### config.mk
export PLATFORM = sky130hd
export DESIGN_NAME = grf_wb_arb
export DESIGN_NICKNAME = d
export VERILOG_FILES = /design/src/rtl/cpu_pkg.sv /design/src/rtl/wb_fifo.sv /design/src/rtl/grf_wb_arb.sv
export SDC_FILE = /design/constraint.sdc
export NUM_CORES = 1
export LEC_CHECK = 0
export ABC_AREA = 1
export BUFFER_PORTS_ARGS = -buffer_cell sky130_fd_sc_hd__buf_4
export CORE_ASPECT_RATIO = 1.2
export CORE_MARGIN = 2
export CORE_UTILIZATION = 60
export CTS_CLUSTER_DIAMETER = 50
export DETAILED_ROUTE_END_ITERATION = 6
export PLACE_DENSITY = 0.85
export SLEW_MARGIN = 15
export SYNTH_ARGS = -nofsm -noshare
export SYNTH_HDL_FRONTEND = slang
export SYNTH_SLANG_ARGS = --single-unit
### constraint.sdc
create_clock -name clk -period 11.45 [get_ports clk]
set_input_delay 2.29 -clock clk [delete_from_list [all_inputs] [get_ports clk]]
set_output_delay 2.29 -clock clk [all_outputs]
set_load 0.03 [all_outputs]
### src/rtl/cpu_pkg.sv
// Shared CPU definitions for the register-file write path.
//   REG_AW / DATA_W : register address and data widths
//   REG_ZERO        : hardwired-zero register address ($0)
//   wb_req_t        : one writeback request {valid, a3, wd, pc}
package cpu_pkg;

  localparam int REG_AW = 5;
  localparam int DATA_W = 32;

  localparam logic [REG_AW-1:0] REG_ZERO = '0;

  typedef struct packed {
    logic              valid;
    logic [REG_AW-1:0] a3;
    logic [DATA_W-1:0] wd;
    logic [DATA_W-1:0] pc;
  } wb_req_t;

endpackage

### src/rtl/wb_fifo.sv
// Late-write buffer: circular FIFO whose entries carry a valid bit that can be
// cleared in place, so a superseded write still pops in order but never
// reaches the register file.
//   clk, rst_n      : clock, async active-low reset (empties the FIFO)
//   i_push/i_push_req : enqueue one request (its valid bit is stored as given)
//   i_pop           : discard the head entry
//   i_inval_mask    : per-slot clear of the valid bit
//   i_cmp_a3        : NCMP addresses compared against every slot
//   o_match         : per-address, per-slot "valid and a3 equal" vector
//   o_head/o_empty/o_count : head entry, empty flag, occupancy
module wb_fifo
  import cpu_pkg::*;
#(
  parameter int DEPTH = 4,
  parameter int NCMP  = 3
) (
  input  logic                              clk,
  input  logic                              rst_n,
  input  logic                              i_push,
  input  wb_req_t                           i_push_req,
  input  logic                              i_pop,
  input  logic [DEPTH-1:0]                  i_inval_mask,
  input  logic [NCMP-1:0][REG_AW-1:0]       i_cmp_a3,
  output logic [NCMP-1:0][DEPTH-1:0]        o_match,
  output wb_req_t                           o_head,
  output logic                              o_empty,
  output logic [$clog2(DEPTH):0]            o_count
);

  localparam int AW = $clog2(DEPTH);

  logic [AW-1:0]     r_wr_ptr;
  logic [AW-1:0]     r_rd_ptr;
  logic [AW:0]       r_count;
  logic [DEPTH-1:0]  r_valid;
  logic [DEPTH-1:0]  w_valid_nxt;
  logic [REG_AW-1:0] r_a3 [DEPTH];
  logic [DATA_W-1:0] r_wd [DEPTH];
  logic [DATA_W-1:0] r_pc [DEPTH];

  // Slots outside the occupied window always hold valid=0, so the match
  // vectors never see stale data. Push runs last: its slot is never occupied.
  always_comb begin
    // NOTE: start combinational blocks from a full default so no path leaves
    // a bit unassigned and infers a latch.
    w_valid_nxt = r_valid & ~i_inval_mask;
    // NOTE: blocking assignments here let later lines override earlier ones
    // within the same evaluation; sequential blocks use <= instead.
    if (i_pop)  w_valid_nxt[r_rd_ptr] = 1'b0;
    if (i_push) w_valid_nxt[r_wr_ptr] = i_push_req.valid;
  end

  always_ff @(posedge clk or negedge rst_n) begin
    if (!rst_n) begin
      r_wr_ptr <= '0;
      r_rd_ptr <= '0;
      r_count  <= '0;
      r_valid  <= '0;
    end else begin
      r_valid <= w_valid_nxt;
      if (i_push) r_wr_ptr <= r_wr_ptr + 1'b1;
      if (i_pop)  r_rd_ptr <= r_rd_ptr + 1'b1;
      case ({i_push, i_pop})
        2'b10:   r_count <= r_count + 1'b1;
        2'b01:   r_count <= r_count - 1'b1;
        default: r_count <= r_count;
      endcase
    end
  end

  // NOTE: payload storage has no reset; the reset valid bits make its
  // contents irrelevant until each slot is written.
  always_ff @(posedge clk) begin
    if (i_push) begin
      r_a3[r_wr_ptr] <= i_push_req.a3;
      r_wd[r_wr_ptr] <= i_push_req.wd;
      r_pc[r_wr_ptr] <= i_push_req.pc;
    end
  end

  always_comb begin
    for (int k = 0; k < NCMP; k++) begin
      for (int i = 0; i < DEPTH; i++) begin
        o_match[k][i] = r_valid[i] && (r_a3[i] == i_cmp_a3[k]);
      end
    end
  end

  assign o_head  = '{valid: r_valid[r_rd_ptr], a3: r_a3[r_rd_ptr],
                     wd: r_wd[r_rd_ptr], pc: r_pc[r_rd_ptr]};
  assign o_empty = (r_count == '0);
  assign o_count = r_count;

endmodule

### src/rtl/grf_wb_arb.sv
// Write-side front end of the general register file. Merges the in-order
// W-stage write and buffered late results onto the single GRF write port,
// keeping program order and reporting pending late writes to the hazard unit.
//   clk, rst_n            : clock, async active-low reset
//   pw_wr/pw_a3/pw_wd/pw_pc : pipeline W-stage write (no backpressure)
//   lw_valid/lw_ready/lw_a3/lw_wd/lw_pc : late-write request handshake
//   ra1, ra2              : decode read addresses checked for pending writes
//   pend_hit              : a queued/incoming late write targets ra1 or ra2
//   pw_hold               : FIFO head starved; pipeline must bubble next cycle
//   grf_wr/grf_a3/grf_wd/grf_pc : registered GRF write port (+ trace PC)
module grf_wb_arb
  import cpu_pkg::*;
#(
  parameter int DEPTH      = 4,
  parameter int STARVE_MAX = 8
) (
  input  logic              clk,
  input  logic              rst_n,
  input  logic              pw_wr,
  input  logic [REG_AW-1:0] pw_a3,
  input  logic [DATA_W-1:0] pw_wd,
  input  logic [DATA_W-1:0] pw_pc,
  input  logic              lw_valid,
  output logic              lw_ready,
  input  logic [REG_AW-1:0] lw_a3,
  input  logic [DATA_W-1:0] lw_wd,
  input  logic [DATA_W-1:0] lw_pc,
  input  logic [REG_AW-1:0] ra1,
  input  logic [REG_AW-1:0] ra2,
  output logic              pend_hit,
  output logic              pw_hold,
  output logic              grf_wr,
  output logic [REG_AW-1:0] grf_a3,
  output logic [DATA_W-1:0] grf_wd,
  output logic [DATA_W-1:0] grf_pc
);

  localparam int AW = $clog2(DEPTH);
  localparam int SW = $clog2(STARVE_MAX + 1);
  localparam logic [AW:0]   FULL_CNT   = (AW + 1)'(DEPTH);
  localparam logic [SW-1:0] STARVE_LIM = SW'(STARVE_MAX);

  wb_req_t                    w_head;
  wb_req_t                    w_lw_req;
  logic                       w_empty;
  logic [AW:0]                w_count;
  logic [2:0][REG_AW-1:0]     w_cmp;
  logic [2:0][DEPTH-1:0]      w_match;
  logic                       w_pe;
  logic                       w_accept;
  logic                       w_push;
  logic                       w_pop;
  logic                       w_head_valid;
  logic                       w_head_win;
  logic                       w_head_lose;
  logic                       w_hit1;
  logic                       w_hit2;
  logic [SW-1:0]              r_starve;

  assign w_pe     = pw_wr && (pw_a3 != REG_ZERO);
  assign lw_ready = (w_count != FULL_CNT);
  assign w_accept = lw_valid && lw_ready;
  // $0 late writes complete the handshake but are never stored.
  assign w_push   = w_accept && (lw_a3 != REG_ZERO);

  // A same-cycle pipeline write to the same register is younger, so the
  // late result is stored already cancelled.
  assign w_lw_req = '{valid: !(w_pe && (lw_a3 == pw_a3)), a3: lw_a3,
                      wd: lw_wd, pc: lw_pc};

  // Slot 0 of the compare vector drives cancellation, 1/2 drive pend_hit.
  assign w_cmp = {ra2, ra1, pw_a3};

  assign w_head_valid = !w_empty && w_head.valid;
  assign w_head_win   = w_head_valid && !w_pe;
  assign w_head_lose  = w_head_valid && w_pe;
  // A cancelled head drains without needing the write port.
  assign w_pop        = !w_empty && (!w_head.valid || !w_pe);

  wb_fifo #(
    .DEPTH (DEPTH),
    .NCMP  (3)
  ) u_fifo (
    .clk          (clk),
    .rst_n        (rst_n),
    .i_push       (w_push),
    .i_push_req   (w_lw_req),
    .i_pop        (w_pop),
    .i_inval_mask (w_pe ? w_match[0] : '0),
    .i_cmp_a3     (w_cmp),
    .o_match      (w_match),
    .o_head       (w_head),
    .o_empty      (w_empty),
    .o_count      (w_count)
  );

  // The grf_* register is deliberately excluded: GRF write-through covers it.
  assign w_hit1   = (ra1 != REG_ZERO) && ((|w_match[1]) || (w_push && lw_a3 == ra1));
  assign w_hit2   = (ra2 != REG_ZERO) && ((|w_match[2]) || (w_push && lw_a3 == ra2));
  assign pend_hit = w_hit1 || w_hit2;

  always_ff @(posedge clk or negedge rst_n) begin
    if (!rst_n) begin
      grf_wr <= 1'b0;
      grf_a3 <= '0;
      grf_wd <= '0;
      grf_pc <= '0;
    end else if (w_pe) begin
      grf_wr <= 1'b1;
      grf_a3 <= pw_a3;
      grf_wd <= pw_wd;
      grf_pc <= pw_pc;
    end else if (w_head_win) begin
      grf_wr <= 1'b1;
      grf_a3 <= w_head.a3;
      grf_wd <= w_head.wd;
      grf_pc <= w_head.pc;
    end else begin
      grf_wr <= 1'b0;
    end
  end

  // Saturates so a pipeline ignoring pw_hold cannot wrap the counter.
  always_ff @(posedge clk or negedge rst_n) begin
    if (!rst_n) begin
      r_starve <= '0;
    end else if (w_pop) begin
      r_starve <= '0;
    end else if (w_head_lose && (r_starve != STARVE_LIM)) begin
      r_starve <= r_starve + 1'b1;
    end
  end

  assign pw_hold = (r_starve >= STARVE_LIM);

endmodule

==> results.py, run 1 <==
metrics = {
    "cts": {
        "cts-hold-fix-buffers": 0,
        "cts_resized": 0,
        "htree_levels": 2,
        "cts_setup_buffers": 0,
        "clk_pin_slew_ns": 0.06,
        "numCtsBuffers": 37,
        "cts_sinks": 361,
        "clk_latency_ns": 0.53,
        "clock-root-buffer": "clkbuf_16",
        "cts_buffer_depth": 3,
        "cts_tree": "yes",
    },
    "yosys": {
        "synth_top_family_by_area": "compound AO/OA/AOI/OAI gates",
        "syn_area_per_cell_sq_um": 11.5,
        "yosys-top-cells-area": "edfxtp_1 50%, dfrtp_1 13%, a31oi_4 7.6%, nand2_1 6.2%, nor2_1 5.6%",
        "ys_seq_area_frac": 0.634,
        "syn_nets": 1586,
        "syn_area_sq_mm": 0.0164,
        "synth_edf_count": 276,
        "synth_xor_area_frac": 0.0213,
        "synth_top_area_frac": 0.505,
        "synth_compound_area_frac": 0.154,
        "synthCells": 1422,
        "synth_fa_ha_area_frac": 0.00960,
        "yosys.area_share.simple": 0.137,
        "synth_ff_type": "edfxtp_1",
        "synthDistinctLibCells": 31,
        "yosysWarnings": 0,
        "synth_mux_area_frac": 0,
        "yosys.area.top_type": "edfxtp_1",
        "synthArstFlopShare": 0.235,
        "synth_seq_cells": 361,
    },
    "grt": {
        "grt.overflow.total": 0,
        "grt_usage": 0.281,
        "grt_pass1_wl_um": 62200,
        "grt_antenna_before_repair": 2,
        "grt_max_degree": 96,
        "grt_pass1_vias": 11400,
    },
    "pwr": {
        "p_sw_frac": 0.397,
        "leakagePower_nw": 7.44,
        "p_sw_mw": 2.06,
        "clkPwrFrac": 0.221,
        "vdd_drop_max_uv": 177,
        "intPower_mw": 3.13,
        "combPwrFrac": 0.395,
        "p_total_mw": 5.19,
        "share_seq_of_total_power": 0.384,
        "p_per_area_mw_per_mm2": 269,
    },
    "detailed_routing": {
        "vias_per_cell": 5.78,
        "detail-route-antenna-nets": 0,
        "routed-via-count": 11400,
        "routed_wl_um": 40600,
        "drt_iter0_drc": 1001,
        "routedWlPerCell_um": 20.5,
        "route.detailed.drc": 0,
        "drt_pre_antenna_iters": 5,
    },
    "timing": {
        "finalCritPeriodShare": 0.533,
        "worst_clock_skew_ns": 0.0224,
        "worstMarginPinSlew_ns": 1.16,
        "setup_tns_ns": 0,
        "finalSetupViolations": 0,
        "finalCriticalPeriod_ns": 6.10,
        "slew_headroom": 0.222,
        "slew_violations": 0,
        "fmax_mhz": 164,
        "grt_setup_unrepaired": "no",
        "hold_viol": 0,
        "fin_ws_ns": 5.35,
    },
    "worst_setup_path": {
        "critPathKind": "in -> out",
        "crit_path_max_incr_delay_ns": 0.43,
        "cp_data_arrival_time_ns": 3.81,
        "slowest_stage": "nand2_1",
        "crit_path_frequent_cell": "nand2_1",
        "path_max_fanout": 11,
        "path_cells": "buf_4 -> nor3_1 -> nand2_1 -> nand2_1 -> inv_1 -> nand3_1 -> nand2_1 -> nand2_1 -> nand2_1 -> buf_4",
        "crit_path_start_kind": "input pin",
        "endpoint_kind": "output port",
        "cp_data_required_time_ns": 9.16,
    },
    "status": {
        "outcome": "finished clean",
    },
    "placement": {
        "post_dp_cell_area_sq_mm": 0.0181,
        "dp_slack_ns": 5.32,
        "port_buffers": 224,
        "placed_cells": 1909,
        "gp_congestion": 0.901,
        "dp_hpwl_um": 24800,
    },
    "die": {
        "chipHeight_um": 185,
        "io-pin-count": 225,
        "rows": 66,
        "initial_core_util": 0.608,
        "die_area_sq_mm": 0.0287,
        "core_sq_mm": 0.0270,
        "die_x_um": 155,
    },
    "min_path": {
        "hp-class": "reg -> reg",
    },
    "finish": {
        "design_area_sq_mm": 0.0193,
        "layout-drive-gt1-share": 0.225,
        "nNetsFinal": 1772,
        "area_growth_pct": 17.7,
        "nFillCells": 1753,
        "finalNonFillerCells": 1978,
    },
    "job": {
        "max-cap-violations": 0,
    },
}
path summary, 6_finish.rpt:
kind | from | end | slack, ns | cells past startpoint
max | lw_a3[4] | pend_hit | 5.35 | 10
min | u_fifo.o_count[1] | u_fifo.o_count[1] | 0.49 | 2
max reg2reg | u_fifo.r_rd_ptr[0] | grf_pc[12] | 7.28 | 8
min reg2reg | u_fifo.o_count[1] | u_fifo.o_count[1] | 0.49 | 2
max in group asynchronous | rst_n | u_fifo.r_rd_ptr[0] | 8.49 | 2
min in group asynchronous | rst_n | grf_wd[8] | 1.75 | 1
area by class of cell:
type | instances | area [sq um] | share of cell area
diodes | 1 | 2.50 | 0.000130
clock buffers | 47 | 995 | 0.0515
clock inverters | 21 | 171 | 0.00887
inverters | 56 | 213 | 0.0110
multi-input cells | 916 | 5320 | 0.275
flip-flops and latches | 361 | 10400 | 0.539
well taps | 340 | 425 | 0.0220
repair buffers | 236 | 1770 | 0.0917
worst max-delay path, delay by kind of cell:
family,cells,cell delay (ns)
buffers and inverters,3,0.52
AND/OR/NAND/NOR,7,1.00
flip-flops by register name, summed over array words and instances, names as in the netlist, 2 cells and up:
signal and cells:
u_fifo.o_count 3, r_starve 4, u_fifo.r_wr_ptr 2, u_fifo.r_pc 128, grf_wd 32, u_fifo.r_valid 4
u_fifo.r_wd 128, u_fifo.r_a3 20, u_fifo.r_rd_ptr 2, grf_a3 5, grf_pc 32
kinds of logic (layout without fill, tap and decap cells):
logic type,count (synthesis),count (layout)
simple gates,569,569
flops,361,361
compound gates,295,295
buf+inv,145,360
xor+xnor,40,40
fa+ha+maj,12,12
other cells,0,1
cells in the mapped netlist (2+ instances only):
cell / n
inv_1: 51
xor2_1: 27
dfrtp_1: 85
buf_6: 4
o22ai_1: 66
a31oi_1: 6
ha_1: 11
xnor2_1: 13
inv_2: 5
buf_12: 6
o21ai_1: 4
o21ai_0: 148
edfxtp_1: 276
a31oi_4: 59
nand3_1: 25
a21oi_1: 11
clkbuf_1: 44
nor3_1: 14
nand3_2: 2
nand2_4: 2
nand2_1: 271
nor2_1: 247
nand4_1: 5
buf_4: 2
buf_2: 32
power by group through the flow:
stage	clock (mW)	sequential, mW	combinational, mW
finish	1.15	1.99	2.05
detailed placement	0	2.01	2.04
global route	1.21	2.02	2.21
global placement	0	1.99	1.98
CTS	1.16	1.99	2.06
floorplan	0	2.19	1.28
layout by cell type (no fill, tap or decap), types with 8 or more instances in the layout:
| cell | instances |
|---|---|
| edfxtp_1 | 276 |
| xnor2_1 | 13 |
| clkinv_2 | 10 |
| clkbuf_1 | 8 |
| buf_4 | 236 |
| a21oi_1 | 11 |
| dfrtp_1 | 83 |
| o22ai_1 | 66 |
| inv_1 | 51 |
| a31oi_4 | 59 |
| o21ai_0 | 148 |
| nor3_1 | 14 |
| clkbuf_16 | 38 |
| ha_1 | 11 |
| nor2_1 | 243 |
| nand3_1 | 25 |
| nand2_1 | 271 |
| xor2_1 | 27 |
routing by layer:
layer	GRT usage	vias to the layer above	share of wire
met2	0.497	484	0.52
met3	0.0473	63	0.074
met1	0.358	5580	0.39
met5	0	-	0
met4	0.0859	0	0.023
li1	-	5314	-
metrics by stage:
step           hold slack [ns]  utilization
4_1_cts                  0.498        0.715
6_report                 0.489        0.715
3_3_place_gp             0.467        0.672
3_5_place_dp             0.485        0.672
2_1_floorplan            0.446            -
5_1_grt                  0.515        0.715
(Power assumes the default switching activity.)
==> run 2: changes to the inputs <==
--- a/config.mk
+++ b/config.mk
@@ -9,10 +9,10 @@
 export BUFFER_PORTS_ARGS = -buffer_cell sky130_fd_sc_hd__buf_4
 export CORE_ASPECT_RATIO = 1.2
 export CORE_MARGIN = 2
-export CORE_UTILIZATION = 60
+export CORE_UTILIZATION = 58
 export CTS_CLUSTER_DIAMETER = 50
 export DETAILED_ROUTE_END_ITERATION = 6
-export PLACE_DENSITY = 0.85
+export PLACE_DENSITY = 0.82
 export SLEW_MARGIN = 15
 export SYNTH_ARGS = -nofsm -noshare
 export SYNTH_HDL_FRONTEND = slang
==> constraint.sdc (replaced) <==
create_clock -name clk -period 6 [get_ports clk]
set_input_delay 1.2 -clock clk [delete_from_list [all_inputs] [get_ports clk]]
set_output_delay 1.2 -clock clk [all_outputs]
set_load 0.03 [all_outputs]
==> results.py, run 2 (synthesized netlist as in run 1, its figures left out) <==
metrics = {
    "worst_setup_path": {
        "crit_path_max_incr_delay_ns": 0.47,
        "endpoint_kind": "output port",
        "slowest_stage": "nand2_1",
        "cp_data_required_time_ns": 4.80,
        "critPathKind": "in -> out",
        "crit_path_frequent_cell": "nand2_1",
        "path_max_fanout": 11,
        "crit_path_start_kind": "input pin",
        "cp_data_arrival_time_ns": 2.74,
        "path_cells": "buf_4 -> nor3_1 -> nand2_1 -> nand2_1 -> inv_1 -> nand3_1 -> nand2_1 -> nand2_1 -> nand2_1 -> buf_4",
    },
    "pwr": {
        "intPower_mw": 6.09,
        "leakagePower_nw": 7.45,
        "clkPwrFrac": 0.222,
        "p_per_area_mw_per_mm2": 514,
        "p_sw_frac": 0.391,
        "share_seq_of_total_power": 0.377,
        "combPwrFrac": 0.400,
        "p_sw_mw": 3.90,
        "vdd_drop_max_uv": 313,
    },
    "grt": {
        "grt_max_degree": 104,
        "grt_antenna_before_repair": 4,
        "grt_pass1_vias": 11600,
        "grt.overflow.total": 0,
        "grt_usage": 0.273,
        "grt_pass1_wl_um": 61900,
    },
    "finish": {
        "layout-drive-gt1-share": 0.225,
        "finalNonFillerCells": 2014,
        "nNetsFinal": 1769,
        "final_cell_mix": "276 x edfxtp_1, 271 x nand2_1, 243 x nor2_1, 231 x buf_4, 148 x o21ai_0",
        "top_regs": "u_fifo.r_pc: 128 flops, u_fifo.r_wd: 128 flops",
        "final_core_util": 0.697,
        "final_common_cell": "edfxtp_1",
        "area_growth_pct": 18.5,
    },
    "placement": {
        "placed_cells": 1948,
        "dp_hpwl_um": 25200,
        "port_buffers": 224,
        "gp_congestion": 0.963,
    },
    "timing": {
        "worst_clock_skew_ns": 0.0179,
        "grt_setup_unrepaired": "no",
        "finalSetupViolations": 0,
        "finalCritPeriodShare": 0.657,
        "slew_violations": 0,
        "fmax_mhz": 254,
        "slew_headroom": 0.241,
        "hold_viol": 0,
        "worstMarginPinSlew_ns": 1.14,
        "setup_tns_ns": 0,
        "finalCriticalPeriod_ns": 3.94,
    },
    "cts": {
        "cts_buffer_depth": 3,
        "cts-hold-fix-buffers": 0,
        "cts_resized": 0,
        "clk_latency_ns": 0.51,
        "cts_setup_buffers": 0,
        "cts_sinks": 361,
        "numCtsBuffers": 34,
        "clk_pin_slew_ns": 0.07,
        "cts_tree": "yes",
        "clock-root-buffer": "clkbuf_16",
        "htree_levels": 2,
    },
    "status": {
        "outcome": "finished clean",
    },
    "die": {
        "chipHeight_um": 188,
        "die_area_sq_mm": 0.0297,
        "core_sq_mm": 0.0279,
        "rows": 67,
        "io-pin-count": 225,
        "die_x_um": 158,
        "initial_core_util": 0.588,
    },
    "detailed_routing": {
        "routedWlPerCell_um": 20.2,
        "detail-route-antenna-nets": 0,
        "routed-via-count": 11500,
        "vias_per_cell": 5.72,
        "routed_wl_um": 40700,
        "drt_pre_antenna_iters": 5,
        "drt_iter0_drc": 932,
        "route.detailed.drc": 0,
    },
    "min_path": {
        "hp-class": "reg -> reg",
    },
    "job": {
        "max-cap-violations": 0,
    },
}
-- run 2: cell types whose count changed in the layout (fill, tap and decap cells not counted), sizes merged --
cell,previous run,this run
bufinv,1,5
clkbuf,47,45
clkinv,17,7
clkinvlp,0,3
diode,1,4
inv,59,58
-- run 2: worst paths after layout --
check                                         from                  to  slack (ns)  cells past startpoint
worst max-delay path                      lw_a3[4]            pend_hit        2.06                     10
worst min-delay path             u_fifo.o_count[0]   u_fifo.o_count[0]        0.49                      1
worst max register to register  u_fifo.r_rd_ptr[0]          grf_wd[18]        2.94                      8
worst min register to register   u_fifo.o_count[0]   u_fifo.o_count[0]        0.49                      1
max in group asynchronous                    rst_n  u_fifo.r_rd_ptr[0]        4.20                      2
min in group asynchronous                    rst_n          grf_wd[15]        0.67                      1
-- run 2: cell type report --
cell class	instances	area [sq um]
diodes	4	10.0
inverters	56	213
fillers	1885	8470
multi-input cells	916	5320
clock inverters	17	243
flip-flops and latches	361	10400
clock buffers	45	932
repair buffers	236	1830
well taps	379	474
-- run 2: metrics by stage --
stage	setup slack [ns]	cell area [sq um]	hold slack (ns)	power [mW]
finish	2.06	19400	0.488	9.99
detailed placement	2.02	18300	0.475	7.76
global route	1.91	19400	0.518	10.5
CTS	2.07	19400	0.484	10.0
global placement	2.09	18300	0.466	7.63
floorplan	1.06	16400	0.446	6.63
-- run 2: power by group through the flow --
stage / registers (mW) / clock network, mW / logic (mW)
2_1_floorplan: 4.18 / 0 / 2.45
3_3_place_gp: 3.78 / 0 / 3.85
3_5_place_dp: 3.80 / 0 / 3.97
4_1_cts: 3.76 / 2.24 / 4.01
5_1_grt: 3.82 / 2.33 / 4.30
6_report: 3.77 / 2.22 / 4.00
-- run 2: layer usage --
layer | wire, um | track usage
met5 | 0 | 0
met4 | 1810 | 0.129
met3 | 2630 | 0.0430
met2 | 21100 | 0.483
met1 | 15100 | 0.325
-- run 2: worst max-delay path, delay by kind of cell --
family                 cells  cell delay, ns
AND/OR/NAND/NOR            7            1.02
buffers and inverters      3            0.53
